File: src/rtl/mem_access_ctrl_pkg.sv
// Shared types and helpers for the memory access controller.
// Holds access-size/strobe types, FSM states and lane/alignment helpers.
package mem_access_ctrl_pkg;

    typedef enum logic [1:0] {
        MSIZE1 = 2'd0,
        MSIZE2 = 2'd1,
        MSIZE4 = 2'd2,
        MSIZE8 = 2'd3
    } msize_t;

    typedef logic [7:0] strobe_t;

    typedef enum logic [1:0] {
        IDLE = 2'd0,
        BUSY = 2'd1,
        RESP = 2'd2
    } state_t;

    function automatic logic is_misaligned(input msize_t size,
                                           input logic [2:0] addr);
        logic mis;
        mis = 1'b0;
        unique case (size)
            MSIZE2:  mis = addr[0];
            MSIZE4:  mis = |addr[1:0];
            MSIZE8:  mis = |addr[2:0];
            default: mis = 1'b0;
        endcase
        return mis;
    endfunction

    // Low address bits below the access size are dropped, so a
    // misaligned access lands on the size-aligned lane.
    function automatic logic [2:0] lane_offset(input msize_t size,
                                               input logic [2:0] addr);
        logic [2:0] off;
        off = 3'd0;
        unique case (size)
            MSIZE1:  off = addr;
            MSIZE2:  off = {addr[2:1], 1'b0};
            MSIZE4:  off = {addr[2], 2'b00};
            default: off = 3'd0;
        endcase
        return off;
    endfunction

    function automatic strobe_t size_mask(input msize_t size);
        strobe_t m;
        m = 8'h00;
        unique case (size)
            MSIZE1:  m = 8'h01;
            MSIZE2:  m = 8'h03;
            MSIZE4:  m = 8'h0F;
            default: m = 8'hFF;
        endcase
        return m;
    endfunction

endpackage

File: src/rtl/mem_access_ctrl_load_extend.sv
// Load lane extraction: picks the addressed lane from doubleword bus data,
// right-aligns it and sign- or zero-extends it to 64 bits.
module load_extend
    import mem_access_ctrl_pkg::*;
(
    input  msize_t      size,
    input  logic        is_unsigned,
    input  logic [2:0]  addr,
    input  logic [63:0] data,
    output logic [63:0] result
);

    logic [63:0] lane;

    assign lane = data >> {lane_offset(size, addr), 3'b000};

    always_comb begin
        result = lane;
        unique case (size)
            MSIZE1: result = is_unsigned ? {56'd0, lane[7:0]}
                                         : {{56{lane[7]}}, lane[7:0]};
            MSIZE2: result = is_unsigned ? {48'd0, lane[15:0]}
                                         : {{48{lane[15]}}, lane[15:0]};
            MSIZE4: result = is_unsigned ? {32'd0, lane[31:0]}
                                         : {{32{lane[31]}}, lane[31:0]};
            default: result = lane;
        endcase
    end

endmodule

File: src/rtl/mem_access_ctrl.sv
// Single-outstanding load/store controller between pipeline and data bus.
// Optional MISALIGN_EXC_EN: misaligned accesses fault instead of going to the bus.
module mem_access_ctrl
    import mem_access_ctrl_pkg::*;
(
    input  logic        clk,
    input  logic        reset,
    input  logic        req_valid,
    output logic        req_ready,
    input  logic        req_is_store,
    input  msize_t      req_msize,
    input  logic        req_unsigned,
    input  logic [63:0] req_addr,
    input  logic [63:0] req_wdata,
    output logic        resp_valid,
    output logic [63:0] resp_rdata,
    output logic        resp_misalign,
    output logic        dreq_valid,
    output logic [63:0] dreq_addr,
    output msize_t      dreq_size,
    output strobe_t     dreq_strobe,
    output logic [63:0] dreq_data,
    input  logic        dresp_data_ok,
    input  logic [63:0] dresp_data
);

    state_t      state, state_nxt;
    logic        accept, misalign_now, busy;
    logic        is_store_q, unsigned_q;
    msize_t      msize_q;
    logic [63:0] addr_q, wdata_q, rdata_q, ext, wmask;
    logic [2:0]  off;

`ifdef MISALIGN_EXC_EN
    logic misalign_q;
    assign misalign_now = is_misaligned(req_msize, req_addr[2:0]);
`else
    assign misalign_now = 1'b0;
`endif

    assign req_ready = (state == IDLE) && !reset;
    assign accept    = req_valid && req_ready;

    always_ff @(posedge clk) begin
        if (reset) state <= IDLE;
        else       state <= state_nxt;
    end

    always_comb begin
        state_nxt = state;
        unique case (state)
            IDLE:    if (accept) state_nxt = misalign_now ? RESP : BUSY;
            BUSY:    if (dresp_data_ok) state_nxt = RESP;
            RESP:    state_nxt = IDLE;
            default: state_nxt = IDLE;
        endcase
    end

    always_ff @(posedge clk) begin
        if (reset) begin
            is_store_q <= 1'b0;
            unsigned_q <= 1'b0;
            msize_q    <= MSIZE1;
            addr_q     <= 64'd0;
            wdata_q    <= 64'd0;
            rdata_q    <= 64'd0;
        end else if (accept) begin
            is_store_q <= req_is_store;
            unsigned_q <= req_unsigned;
            msize_q    <= req_msize;
            addr_q     <= req_addr;
            wdata_q    <= req_wdata;
            rdata_q    <= 64'd0;
        end else if (state == BUSY && dresp_data_ok) begin
            rdata_q <= is_store_q ? 64'd0 : ext;
        end
    end

`ifdef MISALIGN_EXC_EN
    always_ff @(posedge clk) begin
        if (reset)       misalign_q <= 1'b0;
        else if (accept) misalign_q <= misalign_now;
    end
    assign resp_misalign = resp_valid && misalign_q;
`else
    assign resp_misalign = 1'b0;
`endif

    load_extend u_load_extend (
        .size        (msize_q),
        .is_unsigned (unsigned_q),
        .addr        (addr_q[2:0]),
        .data        (dresp_data),
        .result      (ext)
    );

    always_comb begin
        wmask = 64'hFFFF_FFFF_FFFF_FFFF;
        unique case (msize_q)
            MSIZE1:  wmask = 64'h0000_0000_0000_00FF;
            MSIZE2:  wmask = 64'h0000_0000_0000_FFFF;
            MSIZE4:  wmask = 64'h0000_0000_FFFF_FFFF;
            default: wmask = 64'hFFFF_FFFF_FFFF_FFFF;
        endcase
    end

    assign off  = lane_offset(msize_q, addr_q[2:0]);
    assign busy = (state == BUSY) && !reset;

    assign dreq_valid  = busy;
    assign dreq_addr   = busy ? addr_q : 64'd0;
    assign dreq_size   = busy ? msize_q : MSIZE1;
    assign dreq_strobe = (busy && is_store_q) ? (size_mask(msize_q) << off) : 8'h00;
    assign dreq_data   = (busy && is_store_q) ? ((wdata_q & wmask) << {off, 3'b000})
                                              : 64'd0;

    assign resp_valid = (state == RESP) && !reset;
    assign resp_rdata = resp_valid ? rdata_q : 64'd0;

endmodule

File: config.mk
export PLATFORM = sky130hd
export DESIGN_NAME = mem_access_ctrl
export DESIGN_NICKNAME = d
export VERILOG_FILES = /design/src/rtl/mem_access_ctrl_pkg.sv /design/src/rtl/mem_access_ctrl_load_extend.sv /design/src/rtl/mem_access_ctrl.sv
export SDC_FILE = /design/constraint.sdc
export NUM_CORES = 1
export LEC_CHECK = 0
export BUFFER_PORTS_ARGS = -buffer_cell sky130_fd_sc_hd__buf_4
export CORE_MARGIN = 3
export CORE_UTILIZATION = 45
export DETAILED_ROUTE_END_ITERATION = 16
export PLACE_DENSITY = 0.84
export SLEW_MARGIN = 0
export SYNTH_ARGS = -nofsm -noshare
export SYNTH_HDL_FRONTEND = slang
export SYNTH_SLANG_ARGS = --single-unit
File: constraint.sdc
create_clock -name clk -period 1.96 [get_ports clk]
set_input_delay 0.098 -clock clk [delete_from_list [all_inputs] [get_ports clk]]
set_output_delay 0.098 -clock clk [all_outputs]
set_load 0.1 [all_outputs]
==> flow_summary_export.csv, run 1 <==
group,metric,value,unit
synthesis,yosysSeqAreaShare,0.382,
placement,port_buffers,404,
synthesis,synth_top_area_frac,0.382,
synthesis,synthArstFlopShare,0,
synthesis,synth.distinct_cells,63,
status,failing_step,"global routing (5_1_grt)",
global_routing,grt-ovfl-total,17,
clock_network,cts_sinks,198,
clock_network,htree_levels,4,
synthesis,postSynthCellCount,1349,
floorplanning,die_w,158,µm
floorplanning,num_io_pins,406,
sta,worst_endpoint,"dreq_data[57]",
synthesis,synth-seq-cells,198,
floorplanning,die_h,158,µm
synthesis,synth_edf_count,0,
status,stop_error,"[ERROR GRT-0232] Routing congestion too high. Check the congestion heatmap in the GUI.",
global_routing,grt_max_degree,129,
clock_network,cts_buffers,17,
clock_network,clock_path_buffers,2,
global_routing,antenna_found_initial,12,
synthesis,synth.area.top_cells,"dfxtp_1, and2_1, nand2b_1",
floorplanning,rows,54,
floorplanning,start_util,0.467,
synthesis,synthFlopType,"dfxtp_1",
clock_network,root_buffer,"clkbuf_16",
synthesis,syn_area_per_cell,7.70,µm²
status,outcome,"did not finish",
global_routing,grt_usage,0.695,
sta,endpoint_type,"output port",
placement,gp_congestion,1.00,
synthesis,synth.net_count,1549,
placement,dpl.hpwl,30400,µm
synthesis,syn_area,10400,µm²
synthesis,yosysTopAreaCell,"dfxtp_1",
synthesis,yosysWarnings,0,
[Yosys cell counts, drive strengths merged (2+ instances only)]
library cell / count
nor2: 130
a21o: 2
o31ai: 2
a31o: 4
o211ai: 4
nand3b: 8
o22ai: 7
a222oi: 7
and3: 5
dfxtp: 198
or3: 3
a2bb2oi: 2
and2: 150
a22o: 10
a32oi: 3
o221a: 2
or2: 3
nor3: 4
nor3b: 2
a211oi: 9
nand3: 8
buf: 39
nand2: 207
a32o: 2
o22a: 2
a211o: 15
nor2b: 6
mux4: 5
nand2b: 136
and2b: 3
a22oi: 31
clkbuf: 76
mux2i: 28
o21bai: 2
a31oi: 2
o21ai: 178
a21oi: 36
inv: 5
[metrics by stage]
step	TNS (ns)	util	cells	setup WS [ns]	cell area (µm²)
2_1_floorplan	-25.68	-	1349	-0.668	11200
3_3_place_gp	-4.52	0.668	2025	-0.162	14800
3_5_place_dp	-9.93	0.668	2025	-0.215	14800
4_1_cts	-24.19	0.833	2232	-0.287	18500
[cell families after synthesis]
kind of cell | synth area share
and+or+nand+nor | 0.326
AOI/OAI and AO/OA | 0.202
DFF | 0.382
buffers and inverters | 0.0518
muxes | 0.0378
other | 0.000361
[metal layers]
metal | track usage | overflow
met4 | 0.757 | 7
met2 | 0.896 | 9
met1 | 0.668 | 0
met3 | 0.510 | 1
met5 | 0.0972 | 0
[repair_timing]
action | CTS
cloned | 7
hold endpoints to repair | 155
hold buffers | 156
gates resized for setup | 325
endpoints found under the setup margin | 261
setup buffers | 12
pin swaps | 9
==> run 2: changes to the inputs <==
--- a/config.mk
+++ b/config.mk
@@ -7,9 +7,9 @@
 export LEC_CHECK = 0
 export BUFFER_PORTS_ARGS = -buffer_cell sky130_fd_sc_hd__buf_4
 export CORE_MARGIN = 3
-export CORE_UTILIZATION = 45
+export CORE_UTILIZATION = 40
 export DETAILED_ROUTE_END_ITERATION = 16
-export PLACE_DENSITY = 0.84
+export PLACE_DENSITY_LB_ADDON = 0.15
 export SLEW_MARGIN = 0
 export SYNTH_ARGS = -nofsm -noshare
 export SYNTH_HDL_FRONTEND = slang
==> constraint.sdc (replaced) <==
create_clock -name clk -period 2.5 [get_ports clk]
set_input_delay 0.125 -clock clk [delete_from_list [all_inputs] [get_ports clk]]
set_output_delay 0.125 -clock clk [all_outputs]
set_load 0.1 [all_outputs]
==> run 2 against run 1 <==
Against the previous run:
- the run now ends clean
- synthesized cell count stayed put
- synthesized area stayed put
==> flow_summary_export.csv, run 2 <==
group,metric,value,unit
status,outcome,"complete, no violations",
final_layout,num-nets-final,2050,
run,maxCapViolations,0,
clock_network,cts_tree,"yes",
global_routing,grt_first_pass_wirelength,64800,µm
sta,layout_setup_ws,0.0741,ns
clock_network,cts_sinks,198,
synthesis,yosysSeqAreaShare,0.382,
clock_network,root_buffer,"clkbuf_16",
synthesis,yosysTopAreaCell,"dfxtp_1",
synthesis,synth_edf_count,0,
routing,drt_iter0_markers,1114,
sta,hold_viol_final,0,
routing,dr_total_vias,11600,
placement,placed_cell_area,13800,µm²
synthesis,yosysMostFrequentCell,"nand2_1",
placement,place_ws,0.177,ns
pwr,peakVddDrop,427,µV
sta,fmax,412,MHz
global_routing,grt_use_met2,0.514,
setup_path,critical_path_class,"register to output port",
final_layout,final_area,16200,µm²
sta,final.setup.tns,0,ns
synthesis,synthArstFlopShare,0,
routing,drtPass1Iterations,8,
synthesis,postSynthCellCount,1349,
sta,setup_viol,0,
routing,vias_per_cell,5.28,
global_routing,grt_util_met3,0.0862,
global_routing,busiest_layer,"met2",
global_routing,met1_usage,0.330,
pwr,leakagePower,7.01,nW
final_layout,layoutNonFillerInstCount,2196,
floorplanning,core_area,25300,µm²
final_layout,syn_to_final_growth,55.9,%
clock_network,clk_pin_slew_worst_paths,0.08,ns
routing,routed_wl,42500,µm
setup_path,arrival,2.30,ns
floorplanning,die_w,167,µm
synthesis,synth.distinct_cells,63,
final_layout,layout_common_cells,"buf_4, nand2_1, dfxtp_1",
global_routing,antenna_found_initial,3,
clock_network,clock_path_buffers,2,
setup_path,critPathRequiredTime,2.38,ns
sta,fin_crit_sh,0.970,
setup_path,critPathCaptureType,"output port",
synthesis,syn_area_per_cell,7.70,µm²
sta,maxSlewViolCount,0,
clock_network,htree_levels,4,
global_routing,grt_usage,0.290,
synthesis,synth_commonest_cells,"nand2_1, dfxtp_1, and2_1",
placement,dpl.hpwl,29600,µm
final_layout,top_regs,"addr_q x64, rdata_q x64, wdata_q x64",
global_routing,grt_max_degree,163,
clock_network,insertion_delay,0.45,ns
synthesis,synth.net_count,1549,
floorplanning,die_area,27900,µm²
global_routing,grt_pass1_vias,11600,
placement,place_inst,2003,
setup_path,crit_path_max_fanout,12,
final_layout,fillers,2184,
pwr,power.density,504,nW/µm²
sta,worstMarginPinSlew,0.889,ns
routing,wl_per_cell,19.4,µm
synthesis,synth.area.top_cells,"dfxtp_1, and2_1, nand2b_1",
final_layout,drive_above_1_share,0.308,
synthesis,syn_area,10400,µm²
global_routing,grt-ovfl-total,0,
floorplanning,rows,58,
synthesis,synth_top_area_frac,0.382,
sta,clock_skew,0.0158,ns
floorplanning,num_io_pins,406,
hold_path,min-delay-path-class,"input port to register",
routing,ant_nets,0,
placement,gp_congestion,0.904,
final_layout,mostFrequentLayoutCell,"buf_4",
floorplanning,die_h,167,µm
sta,slew_headroom,0.405,
setup_path,startpoint_type,"register",
routing,drc_errors,0,
synthesis,synthFlopType,"dfxtp_1",
floorplanning,start_util,0.410,
placement,port_buffers,404,
synthesis,synth-seq-cells,198,
sta,period_needed,2.43,ns
clock_network,cts_buffers,17,
synthesis,yosysWarnings,0,
## run 2: cell counts after synthesis
Identical to the previous run, type by type.
## run 2: worst paths after layout
check | slack (ns) | from | cells after the start | endpoint
setup reg to reg | 0.24 | msize_q[1] | 7 | rdata_q[38]
hold reg to reg | 0.45 | rdata_q[62] | 2 | rdata_q[62]
hold / removal | 0.04 | dresp_data[36] | 4 | rdata_q[28]
setup / recovery | 0.07 | msize_q[0] | 7 | dreq_strobe[4]
## run 2: per-stage QoR
step / util / hold WS [ns] / total power [mW]
floorplan: - / 0.230 / 4.47
global placement: 0.544 / 0.319 / 5.05
detailed placement: 0.544 / 0.323 / 5.07
CTS: 0.633 / 0.0297 / 8.16
global route: 0.639 / 0.0336 / 8.48
finish: 0.639 / 0.0366 / 8.15
## run 2: cells by family after synthesis
family,Yosys count,share of synthesized area
buffers and inverters,120,0.0518
other,1,0.000361
muxes,33,0.0378
DFF,198,0.382
and+or+nand+nor,669,0.326
AOI/OAI and AO/OA,328,0.202
## run 2: metal layers
metal  part of all wire  up-vias
met2               0.50      557
met3              0.089      100
met5                  0        -
met4              0.039        0
met1               0.37     5422
li1                   -     5525
## run 2: power breakdown
group | switching (mW) | total (mW) | internal, mW | leakage, nW
Combinational | 0.965 | 1.73 | 0.769 | 5.08
Clock | 1.51 | 2.89 | 1.38 | 0.300
Sequential | 0.153 | 3.52 | 3.37 | 1.62
## run 2: worst max-delay path, cell delays in order (launching register included)
cell and delay [ns]:
dfxtp_1 0.33, buf_4 0.17, or3b_1 0.41, buf_4 0.23, nand3_1 0.12, a21o_2 0.29
inv_1 0.07, buf_4 0.24
## run 2: area by class of cell
class / count / area [µm²] / share of cell area
tap: 330 / 413 / 0.0255
antenna: 3 / 7.51 / 0.000464
multi-input combinational: 1031 / 6110 / 0.377
sequential: 198 / 3970 / 0.245
clock buffer: 17 / 425 / 0.0263
inverter: 5 / 18.8 / 0.00116
clock inverter: 15 / 198 / 0.0122
timing repair buffer: 597 / 5050 / 0.312
## run 2: timing repair
action / in CTS / in global routing
buffers inserted: 1 / 4
endpoints found under the setup margin: 56 / 59
gates resized for setup: 24 / 30
gates cloned: 0 / 0
hold endpoints to repair: 154 / 0
hold buffers: 153 / 0
pin swaps: 1 / 2
Note: power is estimated with default switching activity, not from simulation.
==> run 3: changes to the inputs <==
--- a/config.mk
+++ b/config.mk
@@ -6,8 +6,10 @@
 export NUM_CORES = 1
 export LEC_CHECK = 0
 export BUFFER_PORTS_ARGS = -buffer_cell sky130_fd_sc_hd__buf_4
+export CELL_PAD_IN_SITES_DETAIL_PLACEMENT = 1
+export CELL_PAD_IN_SITES_GLOBAL_PLACEMENT = 1
 export CORE_MARGIN = 3
-export CORE_UTILIZATION = 40
+export CORE_UTILIZATION = 31
 export DETAILED_ROUTE_END_ITERATION = 16
 export PLACE_DENSITY_LB_ADDON = 0.15
 export SLEW_MARGIN = 0
==> constraint.sdc (replaced) <==
create_clock -name clk -period 2 [get_ports clk]
set_input_delay 0.1 -clock clk [delete_from_list [all_inputs] [get_ports clk]]
set_output_delay 0.1 -clock clk [all_outputs]
set_load 0.1 [all_outputs]
==> run 3 against run 2 <==
Against the previous run:
- the run now ends with negative setup slack left
- clock power is 27% higher
- global-route usage is 4.0 points higher
- cell area is 35% higher
==> flow_summary_export.csv, run 3 (synthesis gave the netlist of run 2 again) <==
group,metric,value,unit
final_layout,drive_above_1_share,0.486,
global_routing,grt_first_pass_wirelength,90000,µm
hold_path,min-delay-path-class,"input port to register",
run,maxCapViolations,0,
routing,wl_met1,26300,µm
sta,worstMarginPinSlew,1.21,ns
routing,drtPass1Iterations,5,
hold_path,worstHoldStart,"dresp_data[19]",
global_routing,antenna_found_initial,10,
clock_network,htree_levels,4,
sta,final.setup.tns,-54.10,ns
final_layout,syn_to_final_growth,111,%
setup_path,startpoint_type,"register",
sta,maxSlewViolCount,0,
sta,fin_crit_sh,1.25,
setup_path,crit_path_max_fanout,8,
clock_network,clock_path_buffers,2,
sta,layout_setup_ws,-0.491,ns
global_routing,grt-ovfl-total,0,
pwr,power.density,527,nW/µm²
sta,fmax,401,MHz
placement,port_buffers,404,
setup_path,r2r_cells,9,
placement,placed_cell_area,15000,µm²
floorplanning,core_area,32800,µm²
status,violations,"negative setup slack",
pwr,peakVddDrop,692,µV
routing,wl_met2,38800,µm
sta,slew_headroom,0.196,
clock_network,insertion_delay,0.48,ns
global_routing,grt_usage,0.330,
pwr,fin_total_pwr,11.5,mW
setup_path,critical_path_class,"register to output port",
clock_network,cts_sinks,198,
final_layout,layout_common_cells,"buf_4, buf_12, nand2_1",
floorplanning,die_area,35700,µm²
final_layout,final_area,21900,µm²
clock_network,clk_pin_slew_worst_paths,0.08,ns
floorplanning,num_io_pins,406,
sta,setup_viol,267,
sta,clock_skew,0.0179,ns
final_layout,num-nets-final,2198,
floorplanning,start_util,0.317,
routing,wl_per_cell,32.0,µm
routing,drt_iter0_markers,1189,
routing,dr_total_vias,14400,
setup_path,reg2reg_to,"rdata_q[52]",
placement,place_ws,-0.302,ns
status,outcome,"complete, but fails checks",
hold_path,hold_end,"rdata_q[19]",
global_routing,grt_pass1_vias,14500,
sta,hold_ws,0.0268,ns
placement,dpl.hpwl,34200,µm
sta,rsz0062_at_grt,"true",
routing,ant_nets,0,
pwr,leakagePower,8.83,nW
routing,wl_met3,6530,µm
placement,gp_congestion,0.894,
setup_path,arrival,2.39,ns
floorplanning,rows,66,
setup_path,critPathRequiredTime,1.90,ns
routing,vias_per_cell,5.86,
routing,drc_errors,0,
final_layout,mostFrequentLayoutCell,"buf_4",
clock_network,cts_buffers,17,
hold_path,whs_path_depth,4,
routing,top_layer,"met5",
final_layout,top_regs,"addr_q x64, rdata_q x64, wdata_q x64",
clock_network,root_buffer,"clkbuf_16",
global_routing,grt_max_degree,128,
clock_network,cts_tree,"yes",
sta,period_needed,2.49,ns
setup_path,r2r_setup_slack,-0.43,ns
final_layout,fin_util,0.668,
setup_path,r2r-start,"msize_q[1]",
floorplanning,die_h,189,µm
final_layout,layoutNonFillerInstCount,2460,
placement,place_inst,2179,
setup_path,critPathCaptureType,"output port",
sta,hold_viol_final,0,
routing,routed_wl,78800,µm
floorplanning,die_w,189,µm
run 3: report_power, final:
part           switching [mW]  internal [mW]  total, mW
registers               0.285           4.22       4.50
clock network            1.89           1.77       3.66
logic                    1.86           1.52       3.38
run 3: cell type report:
class | instances | area (µm²)
flip-flops and latches | 198 | 3980
well taps | 442 | 553
inverters | 5 | 31.3
diodes | 8 | 20.0
clock buffers | 22 | 454
multi-input cells | 1035 | 7430
fillers | 3424 | 10900
repair buffers | 741 | 9320
clock inverters | 9 | 97.6
run 3: critical path: stages, from the launching register on:
cell     delay [ns]
dfxtp_4        0.41
nor3b_4        0.29
buf_6          0.18
nor2_4         0.09
a22oi_2        0.27
buf_4          0.20
nor2_4         0.04
a21oi_2        0.17
nor2_4         0.07
buf_12         0.17
run 3: what timing repair did:
action,4_1_cts,5_1_grt
cloned,16,13
setup endpoints to repair,261,263
setup buffers,44,33
pin swaps,72,156
hold buffers,159,0
hold endpoints to repair,159,0
gates resized for setup,610,355
run 3: metal layers:
metal,vias up,global-route usage
met5,-,0
met2,1057,0.604
met4,6,0.184
li1,5837,-
met3,423,0.0750
met1,7094,0.348
run 3: worst max path at each step:
stage | from | end
after floorplan | msize_q[1] | dreq_data[0]
after global placement | addr_q[1] | dreq_data[55]
after detailed placement | msize_q[0] | rdata_q[50]
after CTS | msize_q[1] | dreq_data[55]
after global routing | msize_q[1] | dreq_data[55]
final | msize_q[1] | dreq_data[55]
==> run 4: changes to the inputs <==
--- a/config.mk
+++ b/config.mk
@@ -12,6 +12,7 @@
 export CORE_UTILIZATION = 31
 export DETAILED_ROUTE_END_ITERATION = 16
 export PLACE_DENSITY_LB_ADDON = 0.15
+export SKIP_LAST_GASP = 1
 export SLEW_MARGIN = 0
 export SYNTH_ARGS = -nofsm -noshare
 export SYNTH_HDL_FRONTEND = slang
==> run 4 against run 3 <==
Against the previous run:
- the flow still finishes with violations (negative setup slack)
- first-iteration DRC count rose by 8.5%
- die area unchanged
- worst hold slack improved by 0.011 ns
- fmax rose by 0.59%
- sequential share of layout area down 0.058 points
- total power shrank 0.54%
- clock power down 1%
- critical path depth shrank 2
- global-route usage is 0.81 points lower
- worst setup slack improved by 0.015 ns
- non-clock buffer count increased by 10
- highest routed layer is now met4
==> flow_summary_export.csv, run 4 (synthesis gave the netlist of run 2 again) <==
group,metric,value,unit
status,outcome,"complete, but fails checks",
status,violations,"negative setup slack",
sta,hold_ws,0.0376,ns
sta,hold_viol_final,0,
pwr,peakVddDrop,599,µV
floorplanning,core_area,32800,µm²
setup_path,max_stage_delay,0.45,ns
sta,setup_viol,248,
final_layout,mostFrequentLayoutCell,"buf_4",
sta,layout_setup_ws,-0.477,ns
setup_path,cpMostUsedCell,"buf_12",
final_layout,fin_util,0.670,
final_layout,final_area,22000,µm²
final_layout,regArea,3980,µm²
sta,rsz0062_at_grt,"true",
hold_path,min-delay-path-class,"input port to register",
sta,fin_crit_sh,1.24,
routing,routed_wl,77900,µm
final_layout,num-nets-final,2208,
routing,drc_errors,0,
run,maxCapViolations,0,
placement,place_ws,-0.302,ns
sta,worstMarginPinSlew,1.22,ns
global_routing,grt_first_pass_wirelength,88300,µm
floorplanning,die_w,189,µm
sta,final.setup.tns,-45.06,ns
setup_path,cp_top_family,"simple AND/OR/NAND/NOR gates",
final_layout,layoutNonFillerInstCount,2472,
final_layout,syn_to_final_growth,111,%
global_routing,antenna_found_initial,7,
clock_network,insertion_delay,0.47,ns
setup_path,startpoint_type,"register",
global_routing,grt_usage,0.322,
clock_network,root_buffer,"clkbuf_16",
final_layout,fillers,3399,
setup_path,critPathBufInv,3,
setup_path,arrival,2.38,ns
setup_path,critical_path_class,"register to output port",
floorplanning,die_h,189,µm
setup_path,cp_cell_sequence,"buf_12 -> a21boi_4 -> or3_4 -> buf_6 -> nor2_4 -> and2_4 -> buf_12",
final_layout,multi_input_area,7420,µm²
setup_path,critPathCaptureType,"output port",
placement,dpl.hpwl,34200,µm
placement,placed_cell_area,15000,µm²
final_layout,top_regs,"addr_q x64, rdata_q x64, wdata_q x64",
routing,wl_per_cell,31.5,µm
setup_path,crit_path_max_fanout,8,
global_routing,grt-ovfl-total,0,
routing,ant_nets,0,
pwr,fin_total_pwr,11.5,mW
pwr,leakagePower,8.90,nW
sta,fmax,404,MHz
global_routing,grt_max_degree,128,
placement,gp_congestion,0.894,
final_layout,layout_common_cells,"buf_4, buf_12, nand2_1",
clock_network,clock_path_buffers,2,
clock_network,htree_levels,4,
placement,port_buffers,404,
pwr,power.density,523,nW/µm²
routing,vias_per_cell,5.84,
floorplanning,rows,66,
setup_path,critPathRequiredTime,1.90,ns
clock_network,cts_buffers,17,
global_routing,grt_pass1_vias,14400,
sta,maxSlewViolCount,0,
clock_network,cts_sinks,198,
clock_network,cts_tree,"yes",
sta,slew_headroom,0.187,
clock_network,clk_pin_slew_worst_paths,0.08,ns
floorplanning,num_io_pins,406,
routing,drtPass1Iterations,6,
final_layout,drive_above_1_share,0.489,
floorplanning,die_area,35700,µm²
setup_path,critical-path-slowest-cell,"dfxtp_4",
routing,drt_iter0_markers,1290,
floorplanning,start_util,0.317,
sta,period_needed,2.48,ns
routing,dr_total_vias,14400,
placement,place_inst,2179,
sta,clock_skew,0.0191,ns
-- run 4: metal layers --
metal,track usage,vias to the layer above,part of all wire
li1,-,5863,-
met1,0.345,7067,0.33
met2,0.578,1067,0.49
met3,0.0791,432,0.083
met4,0.179,0,0.092
met5,0,-,0
-- run 4: where the power goes --
group	switching [mW]	internal, mW	total [mW]
clock	1.84	1.77	3.61
sequential	0.281	4.22	4.50
combinational	1.83	1.54	3.37
total	3.95	7.53	11.5
-- run 4: path summary, 6_finish.rpt --
path	cells after the start	slack, ns	from	endpoint
max	7	-0.48	msize_q[1]	dreq_data[11]
min	4	0.04	dresp_data[38]	rdata_q[30]
max reg2reg	11	-0.32	msize_q[1]	rdata_q[22]
min reg2reg	2	0.47	rdata_q[39]	rdata_q[39]
-- run 4: tightest hold or removal path: stages --
cell,delay [ns]
buf_4,0.10
a222oi_1,0.06
nor2_1,0.11
a211o_1,0.11
-- run 4: cell type report --
class / instances / area share
Timing Repair Buffer: 751 / 0.428
Multi-Input combinational cell: 1035 / 0.338
Sequential cell: 198 / 0.181
Tap cell: 442 / 0.0252
Clock buffer: 22 / 0.0207
Clock inverter: 9 / 0.00445
Inverter: 5 / 0.00142
Antenna cell: 10 / 0.00114
-- run 4: what timing repair did --
action                                  CTS  global route
setup buffers                            44            37
resized for setup                       550           404
cloned                                   16            13
hold buffers                            159             0
pin swaps                                68           137
hold endpoints to repair                159             0
endpoints found under the setup margin  261           264
